File: src/rtl/somador_subtrator_pipe.sv
// Pipelined two's-complement adder/subtractor with valid/ready handshake and ALU flags.
// The WIDTH-bit carry chain is cut into STAGES segments of WIDTH/STAGES bits, one register level each.
module somador_subtrator_pipe #(
    parameter int WIDTH  = 64,
    parameter int STAGES = 4
) (
    input  logic             clk,
    input  logic             reset,
    input  logic             in_valid,
    output logic             in_ready,
    input  logic             subtraindo,
    input  logic [WIDTH-1:0] A,
    input  logic [WIDTH-1:0] B,
    output logic             out_valid,
    input  logic             out_ready,
    output logic [WIDTH-1:0] S,
    output logic             cout,
    output logic             zero,
    output logic             negative,
    output logic             overflow
);
    localparam int SEG = WIDTH / STAGES;

    if (STAGES < 1 || (WIDTH % STAGES) != 0) begin : g_param_check
        $error("somador_subtrator_pipe: WIDTH must be a positive multiple of STAGES");
    end

    // One segment of the carry chain: {carry_out, sum}.
    function automatic logic [SEG:0] seg_add(
        input logic [SEG-1:0] a,
        input logic [SEG-1:0] b,
        input logic           cin
    );
        return {1'b0, a} + {1'b0, b} + {{SEG{1'b0}}, cin};
    endfunction

    logic advance_s;

    // The whole pipeline moves as one; a held result freezes every stage, bubbles included.
    assign advance_s = !out_valid || out_ready;
    assign in_ready  = advance_s;

    for (genvar k = 0; k < STAGES; k++) begin : g_stage
        localparam int LO      = k * SEG;
        localparam int DONE    = LO + SEG;
        localparam bit IS_LAST = (k == STAGES - 1);

        logic [WIDTH-LO-1:0] op_a_s;
        logic [WIDTH-LO-1:0] op_b_s;
        logic                carry_in_s;
        logic                valid_in_s;
        logic                zero_in_s;
        logic [DONE-1:0]     res_in_s;
        logic [SEG:0]        sum_s;
        logic                load_s;

        logic                valid_q, valid_d;
        logic                carry_q, carry_d;
        logic                zero_q,  zero_d;
        logic [DONE-1:0]     res_q,   res_d;

        if (k == 0) begin : g_src
            assign op_a_s     = A;
            assign op_b_s     = B ^ {WIDTH{subtraindo}};
            assign carry_in_s = subtraindo;
            assign valid_in_s = in_valid;
            assign zero_in_s  = 1'b1;
            assign res_in_s   = sum_s[SEG-1:0];
        end else begin : g_src
            assign op_a_s     = g_stage[k-1].g_fwd.a_q;
            assign op_b_s     = g_stage[k-1].g_fwd.b_q;
            assign carry_in_s = g_stage[k-1].carry_q;
            assign valid_in_s = g_stage[k-1].valid_q;
            assign zero_in_s  = g_stage[k-1].zero_q;
            assign res_in_s   = {sum_s[SEG-1:0], g_stage[k-1].res_q};
        end

        assign sum_s = seg_add(op_a_s[SEG-1:0], op_b_s[SEG-1:0], carry_in_s);

        // The output stage only takes real entries, so S and flags never change on a bubble.
        assign load_s = advance_s && (valid_in_s || !IS_LAST);

        // Next-state for this segment's valid bit, carry, running zero and completed result bits.
        always_comb begin
            valid_d = valid_q;
            carry_d = carry_q;
            zero_d  = zero_q;
            res_d   = res_q;
            if (advance_s) begin
                valid_d = valid_in_s;
            end else begin
                valid_d = valid_q;
            end
            if (load_s) begin
                carry_d = sum_s[SEG];
                zero_d  = zero_in_s && (sum_s[SEG-1:0] == {SEG{1'b0}});
                res_d   = res_in_s;
            end else begin
                carry_d = carry_q;
                zero_d  = zero_q;
                res_d   = res_q;
            end
        end

        // Segment state registers.
        always_ff @(posedge clk) begin
            if (reset) begin
                valid_q <= 1'b0;
                carry_q <= 1'b0;
                zero_q  <= 1'b0;
                res_q   <= {DONE{1'b0}};
            end else begin
                valid_q <= valid_d;
                carry_q <= carry_d;
                zero_q  <= zero_d;
                res_q   <= res_d;
            end
        end

        if (k < STAGES - 1) begin : g_fwd
            localparam int REM = WIDTH - DONE;

            logic [REM-1:0] a_q, a_d;
            logic [REM-1:0] b_q, b_d;

            // Operand bits not yet consumed travel with their entry.
            always_comb begin
                a_d = a_q;
                b_d = b_q;
                if (advance_s) begin
                    a_d = op_a_s[WIDTH-LO-1:SEG];
                    b_d = op_b_s[WIDTH-LO-1:SEG];
                end else begin
                    a_d = a_q;
                    b_d = b_q;
                end
            end

            // Forwarded operand registers.
            always_ff @(posedge clk) begin
                if (reset) begin
                    a_q <= {REM{1'b0}};
                    b_q <= {REM{1'b0}};
                end else begin
                    a_q <= a_d;
                    b_q <= b_d;
                end
            end
        end else begin : g_ovf
            logic ovf_q, ovf_d;
            logic carry_msb_s;

            // Carry into the MSB recovered from the MSB's own sum bit.
            assign carry_msb_s = op_a_s[SEG-1] ^ op_b_s[SEG-1] ^ sum_s[SEG-1];

            // Signed overflow: carry into MSB differs from carry out of MSB.
            always_comb begin
                ovf_d = ovf_q;
                if (load_s) begin
                    ovf_d = carry_msb_s ^ sum_s[SEG];
                end else begin
                    ovf_d = ovf_q;
                end
            end

            // Overflow flag register.
            always_ff @(posedge clk) begin
                if (reset) begin
                    ovf_q <= 1'b0;
                end else begin
                    ovf_q <= ovf_d;
                end
            end
        end
    end

    assign out_valid = g_stage[STAGES-1].valid_q;
    assign S         = g_stage[STAGES-1].res_q;
    assign cout      = g_stage[STAGES-1].carry_q;
    assign zero      = g_stage[STAGES-1].zero_q;
    assign negative  = S[WIDTH-1];
    assign overflow  = g_stage[STAGES-1].g_ovf.ovf_q;

endmodule
File: config.mk
export PLATFORM = sky130hd
export DESIGN_NAME = somador_subtrator_pipe
export DESIGN_NICKNAME = d
export VERILOG_FILES = /design/src/rtl/somador_subtrator_pipe.sv
export SDC_FILE = /design/constraint.sdc
export NUM_CORES = 1
export LEC_CHECK = 0
export BUFFER_PORTS_ARGS = -buffer_cell sky130_fd_sc_hd__buf_4
export CAP_MARGIN = 5
export CELL_PAD_IN_SITES_DETAIL_PLACEMENT = 1
export CELL_PAD_IN_SITES_GLOBAL_PLACEMENT = 2
export CORE_UTILIZATION = 37
export DETAILED_ROUTE_END_ITERATION = 8
export GPL_TIMING_DRIVEN = 0
export PLACE_DENSITY = 0.85
export SYNTH_ARGS = -nofsm -noshare
export SYNTH_HDL_FRONTEND = slang
export SYNTH_SLANG_ARGS = --single-unit
File: constraint.sdc
create_clock -name clk -period 10.3 [get_ports clk]
set_input_delay 2.06 -clock clk [delete_from_list [all_inputs] [get_ports clk]]
set_output_delay 2.06 -clock clk [all_outputs]
set_load 0.03 [all_outputs]
Word-level counts from Yosys, hierarchy flattened:

Index checks and enable logic that the tools add are counted.
Widths: inputs -> output; s select.

* flip-flop bits (word level): 365
* input port bits: 133

* reductions and logical operators: 10
* add/sub/neg operators: 8
* bitwise operators: 4

Operators by type and width (count)
* $add 16x16->17: 4
* $add 17x1->17: 4
* $logic_not 16->1: 4
* $xor 64x64->64: 1
* $logic_and 1x1->1: 4
* $xor 1x1->1: 3
* $logic_not 1->1: 1
* $logic_or 1x1->1: 1

Longest topological paths before layout:

Gate-level depths: netlist (run 1).

* word-level depth: 4
* gate-level depth with buffers: 13
* gate-level depth less buffers: 10

Worst setup path after synthesis (run 1):

OpenSTA, ideal clock, no wires.

* path type: in2reg
* start point: in subtraindo
* end point: reg g_stage[0].zero_q
* setup time: 59 ps
* arrival time: 5318 ps
* slack: 4923 ps
* stages: 13
* path buffers: 3
* cell sequence: buf_2 -> buf_1 -> clkbuf_1 -> xor2_1 -> fa_1 -> a21o_1 -> a21oi_1 -> xnor2_1 -> or4_1 -> nor4_1 -> nand4_1 -> nor4_1 -> a22o_1

* word-level cells in the longest chain between the ends: 4

RTL lines
* start, declared: RTL line 11 `input logic subtraindo,`
* $xor 64x64->64: RTL line 64 `assign op_b_s = B ^ {WIDTH{subtraindo}};`
* $add 16x16->17: RTL line 34 `return {1'b0, a} + {1'b0, b} + {{SEG{1'b0}}, cin};`
* $add 17x1->17 (*): RTL line 34
* $logic_not 16->1 (*): RTL line 96 `zero_d = zero_in_s && (sum_s[SEG-1:0] == {SEG{1'b0}});`
* end signal, assigned: RTL line 115 `zero_q <= zero_d;`
* end, declared: RTL line 59 `logic zero_q, zero_d;`

Mark *: on every way between the ends. The rest lies on a longest branch, timed or not.
A chain may end at the register's enable or synchronous reset.

Worst setup path in the final report (run 1):

* start point: in out_ready
* end point: out in_ready

* word-level cells in the longest chain between the ends: 1

RTL lines
* start, declared: RTL line 15 `input logic out_ready,`
* $logic_or 1x1->1: RTL line 40 `assign advance_s = !out_valid || out_ready;`
* end, declared: RTL line 10 `output logic in_ready,`

Every way passes these cells.

==> flow_summary.ini, run 1 <==
[setup_path]
cp_top_family = buffers and inverters
cp_max_fo = 10
critPathKind = in -> out
crit_chain = buf_4 > nor2b_1 > inv_1 > clkbuf_1 > clkbuf_1 > clkbuf_1 > buf_4
startpoint_type = input pin
rr_startpoint = g_stage[2].carry_q
crit_start = out_ready
cpMostUsedCell = clkbuf_1
required_ps = 8240
critPathMaxStageDelay_ps = 820
arrival_ps = 4490
endpoint_kind = output pin
crit_buf_inv = 6
slowest_stage = clkbuf_1

[power]
fin_total_pwr_mw = 3.49
p_leak_nw = 7.84
power_density_mw_per_mm2 = 180
vdd_drop_max_mv = 0.0867

[cells_and_area]
area_growth_pct = 22.3
final.fill_count = 5148
diodes = 0
final_common_cell = nand2_1
register_area_sq_mm = 0.00731
layout.nets = 2439
multi_input_area_sq_mm = 0.00803
layout-drive-gt1-share = 0.125
layout_common_cells = 590 x nand2_1, 365 x dfxtp_1, 329 x a21oi_1

[sta]
worst_pin_slew_ps = 1030
rsz0062_at_grt = no
skew_ps = 16.6
slew_headroom = 0.317
period_share = 0.636
fin_crit_ps = 6550
final_hold_viol_count = 0
maxSlewViolCount = 0
finalSetupViolCount = 0
finalWorstSetupSlack_ps = 3750
clock.fmax_mhz = 153
tns_ps = 0

[logic_synthesis]
yosysWarnings = 0
yosysTopAreaCellShare = 0.460
synth_cell_types = 62
syn_area_per_cell_sq_um = 7.97
async_flop_share = 0
synth_edf_count = 0
synth.cell_area_sq_mm = 0.0159
yosys-top-cells-area = dfxtp_1 46%, nand2_1 14%, a21oi_1 10%
yosys.area.top_type = dfxtp_1
synth_nets = 2195
yosys_register_bits = 365
synth_seq_area_share = 0.460
synth_ff_type = dfxtp_1
syn_inst = 1995

[drt]
viasPerCell = 5.14
drtAntennaViolNets = 0
firstDrtPassIters = 4
wl_microns = 53400
vias = 14400
drtIter0Drc = 643
drc = 0
post_drt_wl_per_cell_microns = 19.0

[clock_tree]
postCtsHoldBufs = 0
path_clk_slew_ps = 60
clkSinkCount = 365
cts_buffers = 41
postCtsSetupRepairBufs = 0
clockRootBuffer = clkbuf_16
ctsHtreeMaxLevel = 2
cts_resized = 0
cts_tree = yes
cts_max_path_buffers = 3
clk_latency_ps = 570

[floorplan]
dieArea_sq_mm = 0.0438
num_rows = 75
fp.dieH_microns = 209
coreArea_sq_mm = 0.0421
start_util = 0.377
io-pin-count = 203
die_w_microns = 209

[run_status]
outcome = completed

[global_routing]
grt_pass1_wl_microns = 83900
grt_pass1_vias = 15000
grt_max_degree = 15
antenna_found_initial = 0
grt.overflow.total = 0
grt.total_usage = 0.245

[place]
portBuffers = 201
dp_slack_ps = 3560
hpwl_microns = 40400
globalplace.congestion = 0.907

[hold_path]
hp-class = reg -> reg
hold_start = g_stage[1].res_q[5]

[flow_run]
cap_violations = 0
## registers in the layout, summed over array words and instances (netlist names)
signal / count
g_stage.valid_q: 3
g_stage.g_fwd.b_q: 96
g_stage.g_fwd.a_q: 96
cout: 1
g_stage.carry_q: 3
out_valid: 1
g_stage.zero_q: 3
zero: 1
S: 64
g_stage.res_q: 96
overflow: 1
## worst reg2reg max path: cells and delay by family, from the launching register on
kind                       cells  cell delay [ps]
and+or+nand+nor                1              470
adders and majority gates      2              940
AOI/OAI and AO/OA              5             1390
DFF                            1              330
xor gates and xnor gates       1              310
## kinds of logic (layout without fill, tap and decap cells)
| kind of cell | after synthesis | count (layout) | share of synthesized area |
|---|---|---|---|
| muxes | 3 | 3 | 0.00197 |
| DFF | 365 | 365 | 0.460 |
| AOI/OAI and AO/OA | 506 | 506 | 0.185 |
| and+or+nand+nor | 793 | 793 | 0.199 |
| adders and majority gates | 67 | 67 | 0.0561 |
| buffers and inverters | 148 | 419 | 0.0353 |
| xor gates and xnor gates | 113 | 113 | 0.0623 |
## power by group
| part | total [mW] | leakage [nW] | internal, mW | switching (mW) |
|---|---|---|---|---|
| registers | 1.55 | 3.00 | 1.50 | 0.0541 |
| logic | 0.435 | 4.19 | 0.182 | 0.253 |
| clock network | 1.50 | 0.653 | 0.891 | 0.612 |
| total | 3.49 | 7.84 | 2.57 | 0.919 |
## area by class of cell
cell class,instances,share of cell area
Multi-Input combinational cell,1482,0.413
Sequential cell,365,0.376
Timing Repair Buffer,201,0.0777
Clock buffer,50,0.0571
Tap cell,539,0.0347
Buffer,131,0.0256
Clock inverter,20,0.0126
Inverter,17,0.00328
## Yosys cell counts, types with 17 or more instances
| cell type | count |
|---|---|
| xnor2_1 | 81 |
| ha_1 | 60 |
| clkbuf_1 | 121 |
| nor3_1 | 23 |
| nand2_1 | 590 |
| a21oi_1 | 329 |
| inv_1 | 17 |
| dfxtp_1 | 365 |
| nor2_1 | 122 |
| a211oi_1 | 68 |
| o21ai_0 | 30 |
| xor2_1 | 32 |
## metal layers
layer / GRT usage / part of all wire
met1: 0.334 / 0.48
met5: 0 / 0
met3: 0.0335 / 0.034
met4: 0.0626 / 0.023
met2: 0.408 / 0.46
## metrics by stage
| stage | cell area [sq um] | instances | util | hold WS, ps |
|---|---|---|---|---|
| 3_5_place_dp | 18100 | 2735 | 0.429 | 445 |
| 2_1_floorplan | 15900 | 1995 | - | 420 |
| 5_1_grt | 19400 | 2805 | 0.461 | 469 |
| 6_report | 19400 | 2805 | 0.461 | 453 |
| 3_3_place_gp | 18100 | 2735 | 0.429 | 439 |
| 4_1_cts | 19400 | 2805 | 0.461 | 453 |
## path summary, 6_finish.rpt
kind	endpoint	slack, ps	cells past startpoint
setup reg to reg	zero	6790	9
hold / removal	g_stage[1].res_q[5]	450	2
hold reg to reg	g_stage[1].res_q[5]	450	2
setup / recovery	in_ready	3750	7
No activity file was read; power rests on OpenSTA's default activity.
==> run 2: changes to the inputs <==
CORE_UTILIZATION = 34   (was 37)
PLACE_DENSITY = 0.79   (was 0.85)
clock period = 6.55 ns   (was 10.3 ns; I/O delays follow)
==> run 2 against run 1 <==
Global-route usage shrank 1.8 points. Flip-flop and latch count did not move. Hold slack got worse by 4.4 ps. Largest cell class unchanged.
==> flow_summary.ini, run 2 (synthesized netlist as in run 1, its figures left out) <==
[sta]
skew_ps = 17.2
final_hold_viol_count = 0
finalSetupViolCount = 0
worst_pin_slew_ps = 1040
period_share = 0.842
whs_ps = 449
finalWorstSetupSlack_ps = 1030
tns_ps = 0
rsz0062_at_grt = no
slew_headroom = 0.307
clock.fmax_mhz = 181
maxSlewViolCount = 0
fin_crit_ps = 5520

[setup_path]
worstReg2RegEnd = zero
worstRegToRegCells = 9
arrival_ps = 6020
critPathMaxStageDelay_ps = 830
crit_chain = buf_2 > buf_1 > clkbuf_1 > xor2_1 > fa_1 > a21o_1 > a21oi_1 > xnor2_1 > or4_1 > nor4_1 > nand4_1 > nor4_1 > a22o_1
cp_max_fo = 10
slowest_stage = buf_1
cpMostUsedCell = nor4_1
reg2reg_slack_ps = 3130
rr_startpoint = g_stage[2].carry_q
endpoint_kind = flip-flop
required_ps = 7060
critPathKind = in -> reg
startpoint_type = input pin

[clock_tree]
clockRootBuffer = clkbuf_16
ctsHtreeMaxLevel = 2
postCtsHoldBufs = 0
clk_latency_ps = 570
path_clk_slew_ps = 60
clkSinkCount = 365
cts_resized = 0
cts_max_path_buffers = 3
cts_tree = yes
postCtsSetupRepairBufs = 0
cts_buffers = 42

[hold_path]
hp-class = reg -> reg
whs_path_depth = 2
hold_end = g_stage[0].g_fwd.a_q[26]
hold_start = g_stage[0].g_fwd.a_q[26]

[power]
clkPwrFrac = 0.439
fin_total_pwr_mw = 5.57
p_seq_frac = 0.438
p_sw_frac = 0.256
power_density_mw_per_mm2 = 285
p_leak_nw = 7.89
p_switching_mw = 1.43
power.internal_mw = 4.14
vdd_drop_max_mv = 0.148
combPwrFrac = 0.123

[place]
dp_slack_ps = 394
globalplace.congestion = 0.879
dp.cells = 2796
hpwl_microns = 41300
portBuffers = 201

[floorplan]
die_w_microns = 218
dieArea_sq_mm = 0.0476
start_util = 0.347
coreArea_sq_mm = 0.0458
fp.dieH_microns = 218
io-pin-count = 203
num_rows = 78

[cells_and_area]
final_cells = 2871
top_regs = g_stage.g_fwd.a_q: 96 flops, g_stage.g_fwd.b_q: 96 flops, g_stage.res_q: 96 flops
layout_common_cells = 590 x nand2_1, 365 x dfxtp_1, 329 x a21oi_1
layout-drive-gt1-share = 0.123
diodes = 0
area_growth_pct = 23.2
layout.nets = 2440
final.fill_count = 5572
final_common_cell = nand2_1

[drt]
vias = 14400
viasPerCell = 5.02
firstDrtPassIters = 5
drc = 0
post_drt_wl_per_cell_microns = 18.9
drtIter0Drc = 526
drtAntennaViolNets = 0
wl_microns = 54100

[global_routing]
grt.overflow.total = 0
met1_usage = 0.308
grt_max_degree = 13
grt_use_met2 = 0.370
gr-usage-met3 = 0.0262
antenna_found_initial = 0
grt.total_usage = 0.228
top_usage_layer = met2
grt_pass1_vias = 14700
grt_pass1_wl_microns = 83100

[flow_run]
cap_violations = 0

[run_status]
outcome = completed
-- run 2: changes by cell type in the layout (fill, tap and decap cells not counted) --
cell / previous run / this run
bufinv_16: 5 / 4
clkinv_2: 8 / 5
clkinvlp_4: 6 / 0
clkbuf_8: 5 / 8
clkinv_4: 1 / 0
clkbuf_16: 41 / 45
clkbuf_1: 125 / 134
-- run 2: power by group through the flow --
| stage | registers [mW] | clock network, mW | logic [mW] |
|---|---|---|---|
| finish | 2.44 | 2.45 | 0.684 |
| global route | 2.46 | 2.58 | 0.761 |
| CTS | 2.44 | 2.50 | 0.685 |
| detailed placement | 2.49 | 0 | 0.678 |
| global placement | 2.49 | 0 | 0.664 |
| floorplan | 2.47 | 0 | 0.439 |
-- run 2: per-stage QoR --
stage,instance area (sq um),utilization
after floorplan,15900,-
after global placement,18200,0.397
after detailed placement,18200,0.397
after CTS,19600,0.428
after global routing,19600,0.428
final,19600,0.428
-- run 2: per-layer routing --
layer | up-vias | share of wire
met3 | 79 | 0.034
met5 | - | 0
met4 | 0 | 0.031
met1 | 6897 | 0.48
met2 | 238 | 0.46
li1 | 7204 | -
-- run 2: final cells by class --
| cell class | count | area, sq um | share of cell area |
|---|---|---|---|
| Buffer | 131 | 497 | 0.0254 |
| Timing Repair Buffer | 201 | 1510 | 0.0771 |
| Clock inverter | 9 | 145 | 0.00741 |
| Inverter | 17 | 63.8 | 0.00326 |
| Sequential cell | 365 | 7310 | 0.373 |
| Clock buffer | 66 | 1280 | 0.0656 |
| Multi-Input combinational cell | 1482 | 8030 | 0.410 |
| Tap cell | 600 | 751 | 0.0383 |
-- run 2: worst max-delay path: cells and delay by family --
kind / cells / cell delay [ps]
xor gates and xnor gates: 2 / 390
AOI/OAI and AO/OA: 3 / 580
and+or+nand+nor: 4 / 1270
adders and majority gates: 1 / 500
buffers and inverters: 3 / 1950
-- run 2: how the worst max path moves through the flow --
stage | startpoint | to | slack [ps] | cells after the start
2_1_floorplan | subtraindo | g_stage[0].zero_q | 1920 | 13
3_3_place_gp | subtraindo | g_stage[0].zero_q | 540 | 13
3_5_place_dp | subtraindo | g_stage[0].zero_q | 390 | 13
4_1_cts | subtraindo | g_stage[0].zero_q | 1000 | 13
5_1_grt | subtraindo | g_stage[0].zero_q | 790 | 13
6_report | subtraindo | g_stage[0].zero_q | 1030 | 13
==> run 3: changes to the inputs <==
ABC_AREA = 1   (was default)
CORE_UTILIZATION = 33   (was 34)
clock period = 5.5 ns   (was 6.55 ns; I/O delays follow)
==> run 3 against run 2 <==
Global-route usage is 0.054 points lower. Flip-flop and latch count stayed put. Area after synthesis is 4.3% higher. Worst setup slack better by 590 ps. Sequential share of layout area is 1.4 points lower. Clock skew is 0.92 ps lower. Register-to-register slack worse by 260 ps. First-iteration DRC count is 8.9% lower. Sequential power is 22% higher. Count of clock-buffer cells in the layout is 8 lower. Total power is 23% higher.
==> flow_summary.ini, run 3 <==
[setup_path]
reg2reg_slack_ps = 2870
worstRegToRegCells = 11
crit_buf_inv = 6
cp.depth = 7
crit_chain = buf_4 > nor2_4 > buf_6 > inv_2 > clkbuf_1 > buf_2 > buf_4
startpoint_type = input pin
worstReg2RegEnd = zero
crit_start = out_ready
rr_startpoint = g_stage[2].carry_q
required_ps = 4400
cp_max_fo = 10
critPathMaxStageDelay_ps = 650
cp_top_family = buffers and inverters
slowest_stage = clkbuf_1
arrival_ps = 2780
crit_end = in_ready
critPathKind = in -> out
endpoint_kind = output pin
cpMostUsedCell = buf_4

[global_routing]
grt.total_usage = 0.227
grt_max_degree = 13
grt.overflow.total = 0
antenna_found_initial = 2
grt_pass1_vias = 16200
grt_pass1_wl_microns = 89300

[flow_run]
cap_violations = 0

[logic_synthesis]
synth.cell_area_sq_mm = 0.0166
yosysWarnings = 0
yosys_register_bits = 365
syn_area_per_cell_sq_um = 7.31
synth_nets = 2468
synth_edf_count = 0
synth_ff_type = dfxtp_1
synth_cell_types = 38
yosys-top-cells-area = dfxtp_1 44%, nor2_1 13%, o21ai_0 10%
synth_seq_area_share = 0.441
yosys.area.top_type = dfxtp_1
syn_inst = 2268
yosysTopAreaCellShare = 0.441
ys_top_cells_by_count = 579 x nor2_1, 365 x dfxtp_1, 336 x o21ai_0, 289 x nand2_1, 132 x inv_1
async_flop_share = 0
synth.most_common_cell = nor2_1

[sta]
final_hold_viol_count = 0
clock.fmax_mhz = 258
worst_pin_slew_ps = 1220
slew_headroom = 0.187
finalSetupViolCount = 0
period_share = 0.705
whs_ps = 479
tns_ps = 0
finalWorstSetupSlack_ps = 1620
skew_ps = 16.3
fin_crit_ps = 3880
rsz0062_at_grt = no
maxSlewViolCount = 0

[floorplan]
io-pin-count = 203
die_w_microns = 226
fp.dieH_microns = 226
start_util = 0.336
coreArea_sq_mm = 0.0493
dieArea_sq_mm = 0.0511
num_rows = 81

[drt]
drc = 0
wl_microns = 57400
firstDrtPassIters = 4
viasPerCell = 4.86
post_drt_wl_per_cell_microns = 17.9
drtAntennaViolNets = 0
vias = 15600
drtIter0Drc = 479

[clock_tree]
postCtsHoldBufs = 0
clockRootBuffer = clkbuf_16
clkSinkCount = 365
path_clk_slew_ps = 60
clk_latency_ps = 580
cts_buffers = 43
cts_max_path_buffers = 3
cts_resized = 0
ctsHtreeMaxLevel = 2
postCtsSetupRepairBufs = 0
cts_tree = yes

[hold_path]
hp-class = reg -> reg

[place]
dp_slack_ps = 1600
portBuffers = 200
globalplace.congestion = 0.852
hpwl_microns = 44800

[power]
vdd_drop_max_mv = 0.179
p_leak_nw = 10.1
power_density_mw_per_mm2 = 337

[cells_and_area]
area_growth_pct = 22.6
final_common_cell = nor2_1
layout-drive-gt1-share = 0.117
layout.nets = 2713
diodes = 0
layout_common_cells = 579 x nor2_1, 365 x dfxtp_1, 336 x o21ai_0
final.fill_count = 6203
top_regs = g_stage.g_fwd.a_q: 96 flops, g_stage.g_fwd.b_q: 96 flops, g_stage.res_q: 96 flops

[run_status]
outcome = completed
run 3: cell types whose count changed after synthesis, sizes merged, moves of 31 or more:
cell	before	now
o211ai	7	38
nor2	122	582
o21ai	31	338
a21oi	331	118
inv	17	136
nand3	14	69
nand2	590	291
a211oi	68	0
run 3: report_power, final:
group          internal [mW]  switching [mW]
logic                  0.378           0.634
clock network           1.72            1.15
registers               2.85           0.120
total                   4.95            1.91
run 3: worst min path at each step:
stage / startpoint / endpoint / slack [ps] / cells after the start
after global placement: zero / zero / 460 / 2
after detailed placement: g_stage[1].zero_q / g_stage[1].zero_q / 470 / 2
after floorplan: g_stage[0].zero_q / g_stage[0].zero_q / 450 / 2
final: g_stage[1].g_fwd.b_q[22] / g_stage[1].g_fwd.b_q[22] / 480 / 2
after global routing: g_stage[1].g_fwd.a_q[28] / g_stage[1].g_fwd.a_q[28] / 490 / 2
after CTS: g_stage[1].zero_q / g_stage[1].zero_q / 480 / 2
run 3: through the flow:
step / instance area (sq um) / cells / power, mW / util
floorplan: 16600 / 2268 / 3.64 / -
global placement: 18900 / 3132 / 4.02 / 0.384
detailed placement: 18900 / 3132 / 4.05 / 0.384
CTS: 20300 / 3203 / 6.95 / 0.413
global route: 20300 / 3203 / 7.19 / 0.413
finish: 20300 / 3203 / 6.86 / 0.413
run 3: layer usage:
metal | vias up | track usage | wire length [microns]
met2 | 210 | 0.396 | 27600
met4 | 0 | 0.0667 | 1440
li1 | 7855 | - | -
met5 | - | 0 | 0
met1 | 7421 | 0.285 | 26300
met3 | 78 | 0.0388 | 2090
run 3: kinds of logic after synthesis:
| group | share of synthesized area |
|---|---|
| simple gates | 0.237 |
| flops | 0.441 |
| compound gates | 0.166 |
| fa+ha+maj | 0.0538 |
| buf+inv | 0.0613 |
| xor+xnor | 0.0407 |
run 3: worst min-delay path, cell delays in order (launching register included):
cell     delay [ps]
dfxtp_1         320
nor2_1           50
nor2_1           80
run 3: layout make-up:
type / count / area [sq um] / share of cell area
Clock inverter: 13 / 170 / 0.00837
Inverter: 137 / 514 / 0.0253
Multi-Input combinational cell: 1640 / 8250 / 0.406
Tap cell: 664 / 831 / 0.0409
Buffer: 126 / 502 / 0.0247
Clock buffer: 58 / 1240 / 0.0612
Sequential cell: 365 / 7310 / 0.360
Timing Repair Buffer: 200 / 1500 / 0.0739
